File: src/rtl/lsu_pkg.sv
// Shared types and decode helpers for the load/store unit: op encoding, FSM states, access size.
package lsu_pkg;

  typedef enum logic [2:0] {
    LB  = 3'b000,
    LH  = 3'b001,
    LW  = 3'b010,
    SB  = 3'b011,
    LBU = 3'b100,
    LHU = 3'b101,
    SH  = 3'b110,
    SW  = 3'b111
  } op_e;

  typedef enum logic [1:0] {
    ST_IDLE  = 2'd0,
    ST_READ  = 2'd1,
    ST_WRITE = 2'd2,
    ST_RESP  = 2'd3
  } state_e;

  typedef enum logic [1:0] {
    SZ_B = 2'd0,
    SZ_H = 2'd1,
    SZ_W = 2'd2
  } size_e;

  typedef struct packed {
    op_e         op;
    logic [31:0] wdata;
  } req_t;

  function automatic logic is_load(op_e op);
    return (op == LB) || (op == LH) || (op == LW) || (op == LBU) || (op == LHU);
  endfunction

  function automatic logic is_store(op_e op);
    return (op == SB) || (op == SH) || (op == SW);
  endfunction

  function automatic logic is_unsigned(op_e op);
    return (op == LBU) || (op == LHU);
  endfunction

  // Anything not explicitly byte or half is handled as a full word.
  function automatic size_e size_of(op_e op);
    case (op)
      LB, LBU, SB: return SZ_B;
      LH, LHU, SH: return SZ_H;
      default:     return SZ_W;
    endcase
  endfunction

  function automatic logic misaligned(op_e op, logic [1:0] lo);
    case (size_of(op))
      SZ_H:    return lo[0];
      SZ_W:    return lo != 2'b00;
      default: return 1'b0;
    endcase
  endfunction

endpackage

File: src/rtl/lsu_ctrl_if.sv
// Core-side request/response handshake plus the word-wide dmem port of the load/store unit.
interface lsu_ctrl_if #(parameter int ADDR_W = 32);

  logic              req_valid;
  logic              req_ready;
  lsu_pkg::op_e      req_op;
  logic [ADDR_W-1:0] req_addr;
  logic [31:0]       req_wdata;
  logic              resp_valid;
  logic              resp_ready;
  logic [31:0]       resp_rdata;
  logic              resp_err;
  logic              dm_we;
  logic [ADDR_W-1:0] dm_a;
  logic [31:0]       dm_wd;
  logic [31:0]       dm_rd;

  modport slave (
    input  req_valid, req_op, req_addr, req_wdata, resp_ready, dm_rd,
    output req_ready, resp_valid, resp_rdata, resp_err, dm_we, dm_a, dm_wd
  );

  modport master (
    output req_valid, req_op, req_addr, req_wdata, resp_ready, dm_rd,
    input  req_ready, resp_valid, resp_rdata, resp_err, dm_we, dm_a, dm_wd
  );

endinterface

File: src/rtl/lsu_lane_align.sv
// Combinational byte/half lane extract with sign/zero extension, and sub-word store merge.
// Lane numbering follows BIG_ENDIAN; zero latency, no flow control.
module lsu_lane_align
  import lsu_pkg::*;
#(
  parameter bit BIG_ENDIAN = 1'b0
) (
  input  op_e         op,
  input  logic [1:0]  addr_lo,
  input  logic [31:0] rd_word,
  input  logic [31:0] st_data,
  output logic [31:0] ld_data,
  output logic [31:0] st_word
);

  logic [1:0]  b_lane;
  logic        h_lane;
  logic [7:0]  byte_v;
  logic [15:0] half_v;

  always_comb begin
    // Big-endian mirrors the lane index: byte 0 lives in bits 31:24.
    b_lane  = BIG_ENDIAN ? ~addr_lo : addr_lo;
    h_lane  = BIG_ENDIAN ? ~addr_lo[1] : addr_lo[1];
    byte_v  = rd_word[8*b_lane +: 8];
    half_v  = rd_word[16*h_lane +: 16];
    ld_data = rd_word;
    st_word = st_data;
    case (size_of(op))
      SZ_B: begin
        ld_data = is_unsigned(op) ? {24'h0, byte_v} : {{24{byte_v[7]}}, byte_v};
        st_word = rd_word;
        st_word[8*b_lane +: 8] = st_data[7:0];
      end
      SZ_H: begin
        ld_data = is_unsigned(op) ? {16'h0, half_v} : {{16{half_v[15]}}, half_v};
        st_word = rd_word;
        st_word[16*h_lane +: 16] = st_data[15:0];
      end
      default: ;
    endcase
  end

endmodule

File: src/rtl/lsu_ctrl.sv
// One-at-a-time load/store initiator with read-modify-write sub-word stores; LSU_ERR_EN makes misaligned ops fail.
// Accept-to-resp: misaligned 1, loads/SW 2, SB/SH 3; resp held until resp_ready, no accept while busy.
module lsu_ctrl
  import lsu_pkg::*;
#(
  parameter int ADDR_W     = 32,
  parameter bit BIG_ENDIAN = 1'b0
) (
  input logic       clk,
  input logic       rst_n,
  lsu_ctrl_if.slave bus
);

`ifdef LSU_ERR_EN
  localparam bit ErrEn = 1'b1;
`else
  localparam bit ErrEn = 1'b0;
`endif

  state_e            state_q, state_d;
  req_t              req_q, req_d;
  logic [ADDR_W-1:0] addr_q, addr_d;
  logic [31:0]       wd_q, wd_d;
  logic [31:0]       rdata_q, rdata_d;
  logic              err_q, err_d;

  logic              misal;
  logic [ADDR_W-1:0] addr_fix;
  logic [31:0]       ld_data;
  logic [31:0]       st_word;

  lsu_lane_align #(.BIG_ENDIAN(BIG_ENDIAN)) u_align (
    .op      (req_q.op),
    .addr_lo (addr_q[1:0]),
    .rd_word (bus.dm_rd),
    .st_data (req_q.wdata),
    .ld_data (ld_data),
    .st_word (st_word)
  );

  // Without error reporting, misaligned low bits are simply dropped.
  always_comb begin
    misal    = misaligned(bus.req_op, bus.req_addr[1:0]);
    addr_fix = bus.req_addr;
    case (size_of(bus.req_op))
      SZ_H:    addr_fix[0]   = 1'b0;
      SZ_W:    addr_fix[1:0] = 2'b00;
      default: ;
    endcase
  end

  always_ff @(posedge clk or negedge rst_n) begin
    if (!rst_n) begin
      state_q <= ST_IDLE;
      req_q   <= '0;
      addr_q  <= '0;
      wd_q    <= '0;
      rdata_q <= '0;
      err_q   <= 1'b0;
    end else begin
      state_q <= state_d;
      req_q   <= req_d;
      addr_q  <= addr_d;
      wd_q    <= wd_d;
      rdata_q <= rdata_d;
      err_q   <= err_d;
    end
  end

  always_comb begin
    state_d = state_q;
    req_d   = req_q;
    addr_d  = addr_q;
    wd_d    = wd_q;
    rdata_d = rdata_q;
    err_d   = err_q;
    case (state_q)
      ST_IDLE: begin
        if (bus.req_valid) begin
          req_d   = '{op: bus.req_op, wdata: bus.req_wdata};
          addr_d  = addr_fix;
          wd_d    = bus.req_wdata;
          rdata_d = '0;
          err_d   = 1'b0;
          state_d = (bus.req_op == SW) ? ST_WRITE : ST_READ;
          if (ErrEn && misal) begin
            err_d   = 1'b1;
            state_d = ST_RESP;
          end
        end
      end
      ST_READ: begin
        if (is_store(req_q.op)) begin
          wd_d    = st_word;
          state_d = ST_WRITE;
        end else begin
          rdata_d = ld_data;
          state_d = ST_RESP;
        end
      end
      ST_WRITE: state_d = ST_RESP;
      ST_RESP: begin
        if (bus.resp_ready) state_d = ST_IDLE;
      end
      default: state_d = ST_IDLE;
    endcase
  end

  // Strobes decode straight from state so an async reset drops them immediately.
  always_comb begin
    bus.req_ready  = (state_q == ST_IDLE);
    bus.resp_valid = (state_q == ST_RESP);
    bus.dm_we      = (state_q == ST_WRITE);
    bus.dm_a       = '0;
    if (state_q == ST_READ || state_q == ST_WRITE) bus.dm_a = {addr_q[ADDR_W-1:2], 2'b00};
    bus.dm_wd      = (state_q == ST_WRITE) ? wd_q : '0;
    bus.resp_rdata = rdata_q;
    bus.resp_err   = err_q;
  end

endmodule

File: src/flat_wrapper.sv
// flat-port wrapper written by rule: the top's interface ports become plain ports
module lsu_ctrl_flat import lsu_pkg::*;
#(
  parameter int ADDR_W     = 32,
  parameter bit BIG_ENDIAN = 1'b0
)
  (clk, rst_n, bus_req_valid, bus_req_op, bus_req_addr, bus_req_wdata, bus_resp_ready, bus_dm_rd, bus_req_ready, bus_resp_valid, bus_resp_rdata, bus_resp_err, bus_dm_we, bus_dm_a, bus_dm_wd);
  lsu_ctrl_if #(.ADDR_W(ADDR_W)) bus_i ();
  input logic clk;
  input logic rst_n;
  input wire logic [$bits(bus_i.req_valid)-1:0] bus_req_valid;
  input wire logic [$bits(bus_i.req_op)-1:0] bus_req_op;
  input wire logic [$bits(bus_i.req_addr)-1:0] bus_req_addr;
  input wire logic [$bits(bus_i.req_wdata)-1:0] bus_req_wdata;
  input wire logic [$bits(bus_i.resp_ready)-1:0] bus_resp_ready;
  input wire logic [$bits(bus_i.dm_rd)-1:0] bus_dm_rd;
  output wire logic [$bits(bus_i.req_ready)-1:0] bus_req_ready;
  output wire logic [$bits(bus_i.resp_valid)-1:0] bus_resp_valid;
  output wire logic [$bits(bus_i.resp_rdata)-1:0] bus_resp_rdata;
  output wire logic [$bits(bus_i.resp_err)-1:0] bus_resp_err;
  output wire logic [$bits(bus_i.dm_we)-1:0] bus_dm_we;
  output wire logic [$bits(bus_i.dm_a)-1:0] bus_dm_a;
  output wire logic [$bits(bus_i.dm_wd)-1:0] bus_dm_wd;
  assign bus_i.req_valid = bus_req_valid;
  assign bus_i.req_op = bus_req_op;
  assign bus_i.req_addr = bus_req_addr;
  assign bus_i.req_wdata = bus_req_wdata;
  assign bus_i.resp_ready = bus_resp_ready;
  assign bus_i.dm_rd = bus_dm_rd;
  assign bus_req_ready = bus_i.req_ready;
  assign bus_resp_valid = bus_i.resp_valid;
  assign bus_resp_rdata = bus_i.resp_rdata;
  assign bus_resp_err = bus_i.resp_err;
  assign bus_dm_we = bus_i.dm_we;
  assign bus_dm_a = bus_i.dm_a;
  assign bus_dm_wd = bus_i.dm_wd;
  lsu_ctrl #(.ADDR_W(ADDR_W), .BIG_ENDIAN(BIG_ENDIAN)) u_core (.clk(clk), .rst_n(rst_n), .bus(bus_i));
endmodule
File: config.mk
export PLATFORM = sky130hd
export DESIGN_NAME = lsu_ctrl_flat
export DESIGN_NICKNAME = d
export VERILOG_FILES = /design/src/rtl/lsu_pkg.sv /design/src/rtl/lsu_ctrl_if.sv /design/src/rtl/lsu_lane_align.sv /design/src/rtl/lsu_ctrl.sv /design/src/flat_wrapper.sv
export SDC_FILE = /design/constraint.sdc
export NUM_CORES = 1
export LEC_CHECK = 0
export BUFFER_PORTS_ARGS = -buffer_cell sky130_fd_sc_hd__buf_2
export CORE_UTILIZATION = 53
export DETAILED_ROUTE_END_ITERATION = 12
export PLACE_DENSITY = 0.8
export SLEW_MARGIN = 40
export SYNTH_ARGS = -nofsm -noshare
export SYNTH_HDL_FRONTEND = slang
export SYNTH_SLANG_ARGS = --single-unit
export TNS_END_PERCENT = 50
File: constraint.sdc
create_clock -name clk -period 2.88 [get_ports clk]
set_clock_uncertainty 0.05 [all_clocks]
set_input_delay 0.576 -clock clk [delete_from_list [all_inputs] [get_ports clk]]
set_output_delay 0.576 -clock clk [all_outputs]
set_load 0.05 [all_outputs]
==> results.json, run 1 <==
{
  "outcome": "finished, final reports clean",
  "grt_pass1_vias": 6381,
  "n_fill_cell": 1067,
  "rows": 42,
  "fp.dieW_um": 118,
  "htreeDepth": 4,
  "routed_wl_um": 21100,
  "cts.repair.resized": 0,
  "ant_nets": 0,
  "arrival_ps": 1860,
  "cts_tree": "done",
  "clock_sinks": 133,
  "period_share": 0.862,
  "synth_seq_area_share": 0.463,
  "place_hpwl_um": 15200,
  "finalMaxSlewViolations": 0,
  "reg2regPathDepth": 5,
  "ios": 203,
  "num_vias": 6506,
  "finalCriticalPeriod_ps": 2480,
  "post-cts-setup-buffers": 0,
  "ys_types": 61,
  "grt_usage": 0.312,
  "setup_violations": 0,
  "area_growth_pct": 24.3,
  "synth_async_sr_flop_share": 1.00,
  "cp.required_ps": 2250,
  "cts-hold-fix-buffers": 0,
  "path_class": "flop to output port",
  "vias_per_cell": 6.03,
  "met3WireLength_um": 2190,
  "wl_met2_um": 9520,
  "highest_layer": "met5",
  "synth-main-ff-cell": "dfrtp_1",
  "drc": 0,
  "critPathMaxFanout": 31,
  "grt_start_max_net_pins": 59,
  "synth.cell_area_um2": 7180,
  "fin_nets": 1002,
  "avgSynthCellArea_um2": 10.3,
  "path_clk_slew_ps": 60,
  "rsz0062_at_grt": "false",
  "hold_viol_final": 0,
  "maxSlewHeadroom": 0.514,
  "drt_iter0_drc": 534,
  "start_util": 0.542,
  "dieArea_um2": 14000,
  "drive_gt1_frac": 0.391,
  "cap_violations": 0,
  "synth_top_area_frac": 0.463,
  "cts_buffers": 17,
  "ys_warn_count": 0,
  "synth_top_cell_by_area": "dfrtp_1",
  "max_freq_mhz": 403,
  "r2r-end": "u_core.bus.resp_rdata[31]",
  "first_pass_iters": 5,
  "yosys-top-cells-area": "dfrtp_1 46%, mux2_2 12%, and2_1 5.6%",
  "wl_per_cell_um": 19.5,
  "clk_path_buf_depth": 2,
  "reg2reg_slack_ps": 540,
  "wl_met1_um": 8200,
  "netlist_instances": 695,
  "insertion_delay_ps": 420,
  "port_buffers": 199,
  "crit_path_end_kind": "output port",
  "gp_congestion": 0.924,
  "grt_overflow_total": 0,
  "root_buffer": "clkbuf_16",
  "fp.dieH_um": 118,
  "synth-seq-cells": 133,
  "r2r_start": "u_core.req_q[32]",
  "worstSetupStartpointType": "flop",
  "grt_antenna_before_repair": 1,
  "core_area_um2": 13200,
  "diodes": 0,
  "grt_pass1_wl_um": 33500,
  "setup-tns-final_ps": 0,
  "worst_pin_slew_ps": 730,
  "hold_class": "input port to async pin",
  "synth-edff-count": 0
}
## kinds of logic (layout without fill, tap and decap cells)
family	after synthesis	in the layout	share of synthesized area
xor+xnor	1	1	0.00122
flops	133	133	0.463
compound gates	180	180	0.173
other cells	1	3	0.000522
fa+ha+maj	9	9	0.0157
buf+inv	61	267	0.0425
simple gates	224	224	0.166
mux	86	86	0.138
## synthesized netlist by cell type, types with 5 or more instances
| cell type | instances |
|---|---|
| and3_1 | 8 |
| buf_2 | 15 |
| inv_1 | 12 |
| mux2_2 | 76 |
| a21o_1 | 10 |
| and2_1 | 64 |
| o21ai_0 | 53 |
| clkbuf_1 | 15 |
| a32oi_1 | 10 |
| nand2b_1 | 6 |
| mux2i_1 | 6 |
| dfrtp_1 | 133 |
| nor2_1 | 34 |
| a21oi_1 | 28 |
| nand3_1 | 5 |
| a221oi_1 | 24 |
| ha_1 | 9 |
| a31oi_1 | 11 |
| o221ai_1 | 6 |
| buf_4 | 7 |
| or3_1 | 18 |
| buf_1 | 6 |
| nand2_1 | 58 |
| o21ai_1 | 7 |
| nor3_1 | 16 |
## placed cells by master (no fill, tap or decap), drive strengths merged, types with 9 or more instances in the layout
| cell type | n |
|---|---|
| buf | 222 |
| a31oi | 12 |
| mux2 | 77 |
| nand2 | 58 |
| a32oi | 10 |
| dfrtp | 133 |
| o21ai | 61 |
| a21o | 10 |
| nor2 | 36 |
| clkbuf | 23 |
| a21oi | 30 |
| ha | 9 |
| and2 | 64 |
| inv | 13 |
| a221oi | 24 |
| nor3 | 17 |
| or3 | 18 |
## critical path, stage by stage (launching register included)
cell,delay [ps]
dfrtp_1,380
inv_1,90
ha_1,280
buf_4,250
and2_1,170
buf_2,260
## stage by stage
step / setup slack [ps] / util / area, µm² / std cells / hold WS (ps)
after floorplan: 551 / - / 7190 / 697 / 230
after global placement: 656 / 0.630 / 8350 / 1047 / 408
after detailed placement: 605 / 0.630 / 8350 / 1047 / 415
after CTS: 347 / 0.674 / 8930 / 1079 / 142
after global routing: 245 / 0.674 / 8930 / 1079 / 171
final: 398 / 0.674 / 8930 / 1079 / 125
## flip-flops by register name, indices dropped and copies added (netlist names)
name,cells
u_core.wd_q,32
u_core.req_q,35
u_core.bus.resp_rdata,32
u_core.state_q,2
u_core.addr_q,32
## area by class of cell
class | instances | area, µm² | share of cell area
multi-input combinational | 503 | 3570 | 0.399
sequential | 133 | 3330 | 0.373
timing repair buffer | 222 | 1180 | 0.133
clock buffer | 23 | 478 | 0.0535
tap | 176 | 220 | 0.0247
clock inverter | 9 | 101 | 0.0114
inverter | 13 | 48.8 | 0.00547
## worst max-delay path by stage
stage                                 to               from  depth (start not counted)  slack, ps
6_report                    bus_dm_a[14]  u_core.state_q[0]                          5        400
2_1_floorplan               bus_dm_wd[0]  u_core.state_q[0]                          4        550
5_1_grt                     bus_dm_a[20]  u_core.state_q[0]                          5        240
3_3_place_gp   u_core.bus.resp_rdata[31]   u_core.req_q[32]                          5        660
4_1_cts                     bus_dm_a[14]  u_core.state_q[0]                          5        350
3_5_place_dp   u_core.bus.resp_rdata[29]   u_core.req_q[32]                          5        610
## routing by layer
| metal | global-route usage | vias up |
|---|---|---|
| met4 | 0.184 | 2 |
| met5 | 0 | - |
| met1 | 0.389 | 3135 |
| met2 | 0.475 | 380 |
| met3 | 0.102 | 78 |
| li1 | - | 2911 |
Power of run 1 is not shown: default switching activity piles up to over one toggle a cycle in this logic, so the estimate is an artifact.
==> run 2: changes to the inputs <==
- BUFFER_PORTS_ARGS: -buffer_cell sky130_fd_sc_hd__buf_2 -> unset
- CORE_UTILIZATION: 53 -> 64
- DONT_BUFFER_PORTS: unset -> 1
- PLACE_DENSITY: 0.8 -> 0.79
==> run 2 against run 1 <==
The flow now finishes with violations (negative hold slack). Largest cell class unchanged. Flip-flop and latch count unchanged. Sequential share of layout area increased by 3.8 points. Worst setup slack got worse by 260 ps. Final cell count decreased by 20%. Core utilization increased by 7.0 points. Critical endpoint is now bus_dm_a[27]. Via count decreased by 11%.
==> results.json, run 2 (synthesis results as in run 1) <==
{
  "outcome": "complete, but fails checks",
  "violations": "negative hold slack",
  "gp_congestion": 0.930,
  "cap_violations": 0,
  "insertion_delay_ps": 530,
  "wl_per_cell_um": 23.6,
  "core_area_um2": 10900,
  "finalCriticalPeriod_ps": 2750,
  "grt_usage": 0.365,
  "critPathMaxFanout": 31,
  "vias_per_cell": 6.71,
  "num_vias": 5820,
  "maxSlewHeadroom": 0.497,
  "rows": 38,
  "reg2regPathDepth": 5,
  "setup-tns-final_ps": 0,
  "fp.dieW_um": 108,
  "path_clk_slew_ps": 60,
  "arrival_ps": 2120,
  "cts_tree": "done",
  "period_share": 0.953,
  "routed_wl_um": 20500,
  "finalMaxSlewViolations": 0,
  "setup_violations": 0,
  "grt_overflow_total": 0,
  "dp.cells": 836,
  "crit_path_start": "u_core.state_q[1]",
  "place_hpwl_um": 14300,
  "worstSetupStartpointType": "flop",
  "cp.required_ps": 2250,
  "ios": 203,
  "holdWs_ps": -312,
  "clock_sinks": 133,
  "drc": 0,
  "crit_path_end_kind": "output port",
  "worst_pin_slew_ps": 753,
  "path_class": "flop to output port",
  "grt_antenna_before_repair": 0,
  "cts_buffers": 17,
  "fin_nets": 827,
  "hold_viol_final": 133,
  "clk_path_buf_depth": 2,
  "grt_start_max_net_pins": 134,
  "fin_util": 0.744,
  "path_buf_inv": 1,
  "htreeDepth": 4,
  "path_depth": 3,
  "final_cell_mix": "133 x dfrtp_1, 76 x mux2_2, 64 x and2_1",
  "layout.cells.non_filler": 867,
  "r2r_start": "u_core.req_q[32]",
  "hold_class": "input port to async pin",
  "path_cells": "inv_1, ha_2, and2_1",
  "root_buffer": "clkbuf_8",
  "ant_nets": 0,
  "fp.dieH_um": 108,
  "rsz0062_at_grt": "false",
  "critPathTopFamily": "adder cells",
  "final_common_cell": "dfrtp_1",
  "dieArea_um2": 11600,
  "post-cts-setup-buffers": 0,
  "drive_gt1_frac": 0.249,
  "start_util": 0.660,
  "area_growth_pct": 12.8,
  "largest_reg_flops": 35,
  "grt_pass1_wl_um": 31800,
  "drt_iter0_drc": 654,
  "top_register": "u_core.req_q",
  "max_freq_mhz": 364,
  "diodes": 0,
  "slowest_stage": "ha_2",
  "max_stage_delay_ps": 580,
  "first_pass_iters": 7,
  "port_buffers": 0,
  "grt_pass1_vias": 5851
}
-- run 2: cell count changes in the layout (fill, tap and decap cells not counted) --
cell | before | now
a21oi_1 | 28 | 27
clkbuf_1 | 3 | 1
buf_2 | 198 | 0
ha_2 | 0 | 1
clkinv_2 | 5 | 3
bufinv_16 | 2 | 3
clkbuf_16 | 17 | 16
buf_4 | 23 | 46
ha_1 | 9 | 8
a21oi_2 | 2 | 3
clkbuf_8 | 3 | 6
-- run 2: path summary, 6_finish.rpt --
path	slack (ps)	end
min in group clk	130	u_core.addr_q[1]
worst min register to register	440	u_core.wd_q[23]
worst max-delay path	130	bus_dm_a[27]
worst min-delay path	-310	u_core.bus.resp_rdata[21]
max in group asynchronous	2840	u_core.addr_q[13]
worst max register to register	400	u_core.wd_q[8]
-- run 2: what timing repair did --
item | in CTS | in global routing
endpoints found under the hold margin | 133 | 133
endpoints found under the setup margin | 30 | 0
resized for setup | 1 | 0
-- run 2: cell type report --
type / instances / area, µm²
Multi-Input combinational cell: 503 / 3570
Sequential cell: 133 / 3330
Fill cell: 765 / 2790
Clock buffer: 23 / 487
Timing Repair Buffer: 47 / 365
Tap cell: 140 / 175
Clock inverter: 8 / 121
Inverter: 13 / 48.8
-- run 2: through the flow --
step,cell area [µm²],worst slack (ps),hold WS (ps)
detailed placement,7490,438,233
floorplan,7190,551,230
global route,8100,25.8,-333
finish,8100,135,-312
CTS,8100,108,-332
global placement,7480,488,233
-- run 2: metal layers --
layer	share of wire	global-route usage	routed length, µm	up-vias
met5	0	0	0	-
met4	0.037	0.180	747	0
met3	0.097	0.118	1990	64
met2	0.49	0.582	9960	345
met1	0.38	0.447	7770	2857
li1	-	-	-	2554
Power of run 2 is left out for the same reason.
==> run 3: changes to the inputs <==
- clock period: 2.88 -> 3.09 ns (I/O delays scaled with it)
==> run 3 against run 2 <==
The run still ends with negative hold slack left. Hold slack improved by 28 ps. Critical path depth did not move. Cell area about the same. First-iteration DRC count decreased by 3.4%. Die area stayed put. Final cell count grew 0.12%. Register-to-register slack improved by 300 ps. Critical endpoint is now bus_dm_a[16]. Highest routed layer unchanged.
==> results.json, run 3 (synthesis results as in run 1) <==
{
  "fp.dieW_um": 108,
  "cts_tree": "done",
  "start_util": 0.660,
  "maxSlewHeadroom": 0.486,
  "grt_pass1_vias": 5692,
  "ios": 203,
  "hold_class": "input port to async pin",
  "cap_violations": 0,
  "setup_violations": 0,
  "critPathMaxFanout": 31,
  "period_share": 0.903,
  "htreeDepth": 4,
  "cp.required_ps": 2420,
  "setup-tns-final_ps": 0,
  "hold_viol_final": 133,
  "finalCriticalPeriod_ps": 2790,
  "finalMaxSlewViolations": 0,
  "arrival_ps": 2120,
  "n_fill_cell": 771,
  "area_growth_pct": 12.7,
  "grt_overflow_total": 0,
  "port_buffers": 0,
  "outcome": "complete, but fails checks",
  "crit_path_end_kind": "output port",
  "insertion_delay_ps": 540,
  "cts_buffers": 17,
  "rsz0062_at_grt": "false",
  "fin_util": 0.743,
  "drc": 0,
  "top_register": "u_core.req_q",
  "path_cells": "inv_1, ha_2, and2_1",
  "slowest_stage": "ha_2",
  "routed_wl_um": 20100,
  "violations": "negative hold slack",
  "root_buffer": "clkbuf_8",
  "num_vias": 5837,
  "max_stage_delay_ps": 580,
  "max_freq_mhz": 358,
  "clock_sinks": 133,
  "grt_start_max_net_pins": 134,
  "first_pass_iters": 5,
  "diodes": 0,
  "wl_per_cell_um": 23.1,
  "core_area_um2": 10900,
  "fp.dieH_um": 108,
  "worstSetupStartpointType": "flop",
  "path_clk_slew_ps": 60,
  "grt_pass1_wl_um": 30800,
  "path_class": "flop to output port",
  "drt_iter0_drc": 632,
  "reg2regPathDepth": 8,
  "regArea_um2": 3330,
  "fin_nets": 828,
  "multi_input_area_um2": 3570,
  "dieArea_um2": 11600,
  "gp_congestion": 0.942,
  "ant_nets": 0,
  "place_hpwl_um": 14100,
  "final_common_cell": "dfrtp_1",
  "drive_gt1_frac": 0.250,
  "final_cell_mix": "133 x dfrtp_1, 76 x mux2_2, 64 x and2_1",
  "grt_antenna_before_repair": 0,
  "grt_usage": 0.357,
  "holdWs_ps": -283,
  "rows": 38,
  "vias_per_cell": 6.72,
  "worst_pin_slew_ps": 770,
  "largest_reg_flops": 35,
  "clk_path_buf_depth": 2
}
run 3: metal layers:
layer  GRT usage  part of all wire  wire (µm)
met5           0                 0          0
met4       0.189             0.037        743
met3       0.111              0.10       2040
met2       0.570              0.48       9660
met1       0.434              0.38       7630
run 3: worst paths after layout:
| check | startpoint | endpoint | slack (ps) |
|---|---|---|---|
| worst min register to register | u_core.wd_q[16] | u_core.wd_q[16] | 440 |
| worst min-delay path | rst_n | u_core.bus.resp_rdata[29] | -280 |
| worst max-delay path | u_core.state_q[1] | bus_dm_a[16] | 300 |
| min in group clk | bus_req_addr[9] | u_core.addr_q[9] | 170 |
| max in group asynchronous | rst_n | u_core.req_q[28] | 3100 |
| worst max register to register | u_core.state_q[1] | u_core.wd_q[10] | 700 |
run 3: through the flow:
step | area, µm² | setup WS [ps] | hold WS, ps | std cells
global route | 8090 | 156 | -302 | 868
global placement | 7490 | 768 | 275 | 837
floorplan | 7190 | 719 | 272 | 697
finish | 8090 | 299 | -283 | 868
CTS | 8090 | 80.3 | -298 | 868
detailed placement | 7490 | 631 | 275 | 837
run 3: layout make-up:
cell class / count / area share
repair buffers: 48 / 0.0461
clock buffers: 24 / 0.0619
multi-input cells: 503 / 0.441
flip-flops and latches: 133 / 0.411
clock inverters: 7 / 0.0116
inverters: 13 / 0.00603
well taps: 140 / 0.0216
run 3: worst max-delay path: cells and delay by family, from the launching register on:
family	cells	cell delay, ps
adder cells (fa/ha/maj)	1	580
flip-flops	1	400
buffers and inverters	1	80
AND/OR/NAND/NOR	1	520
run 3: what timing repair did:
action,CTS,global route
resized for setup,0,1
buffers inserted,0,0
setup endpoints to repair,0,30
endpoints found under the hold margin,133,133
Power of run 3 is left out for the same reason.
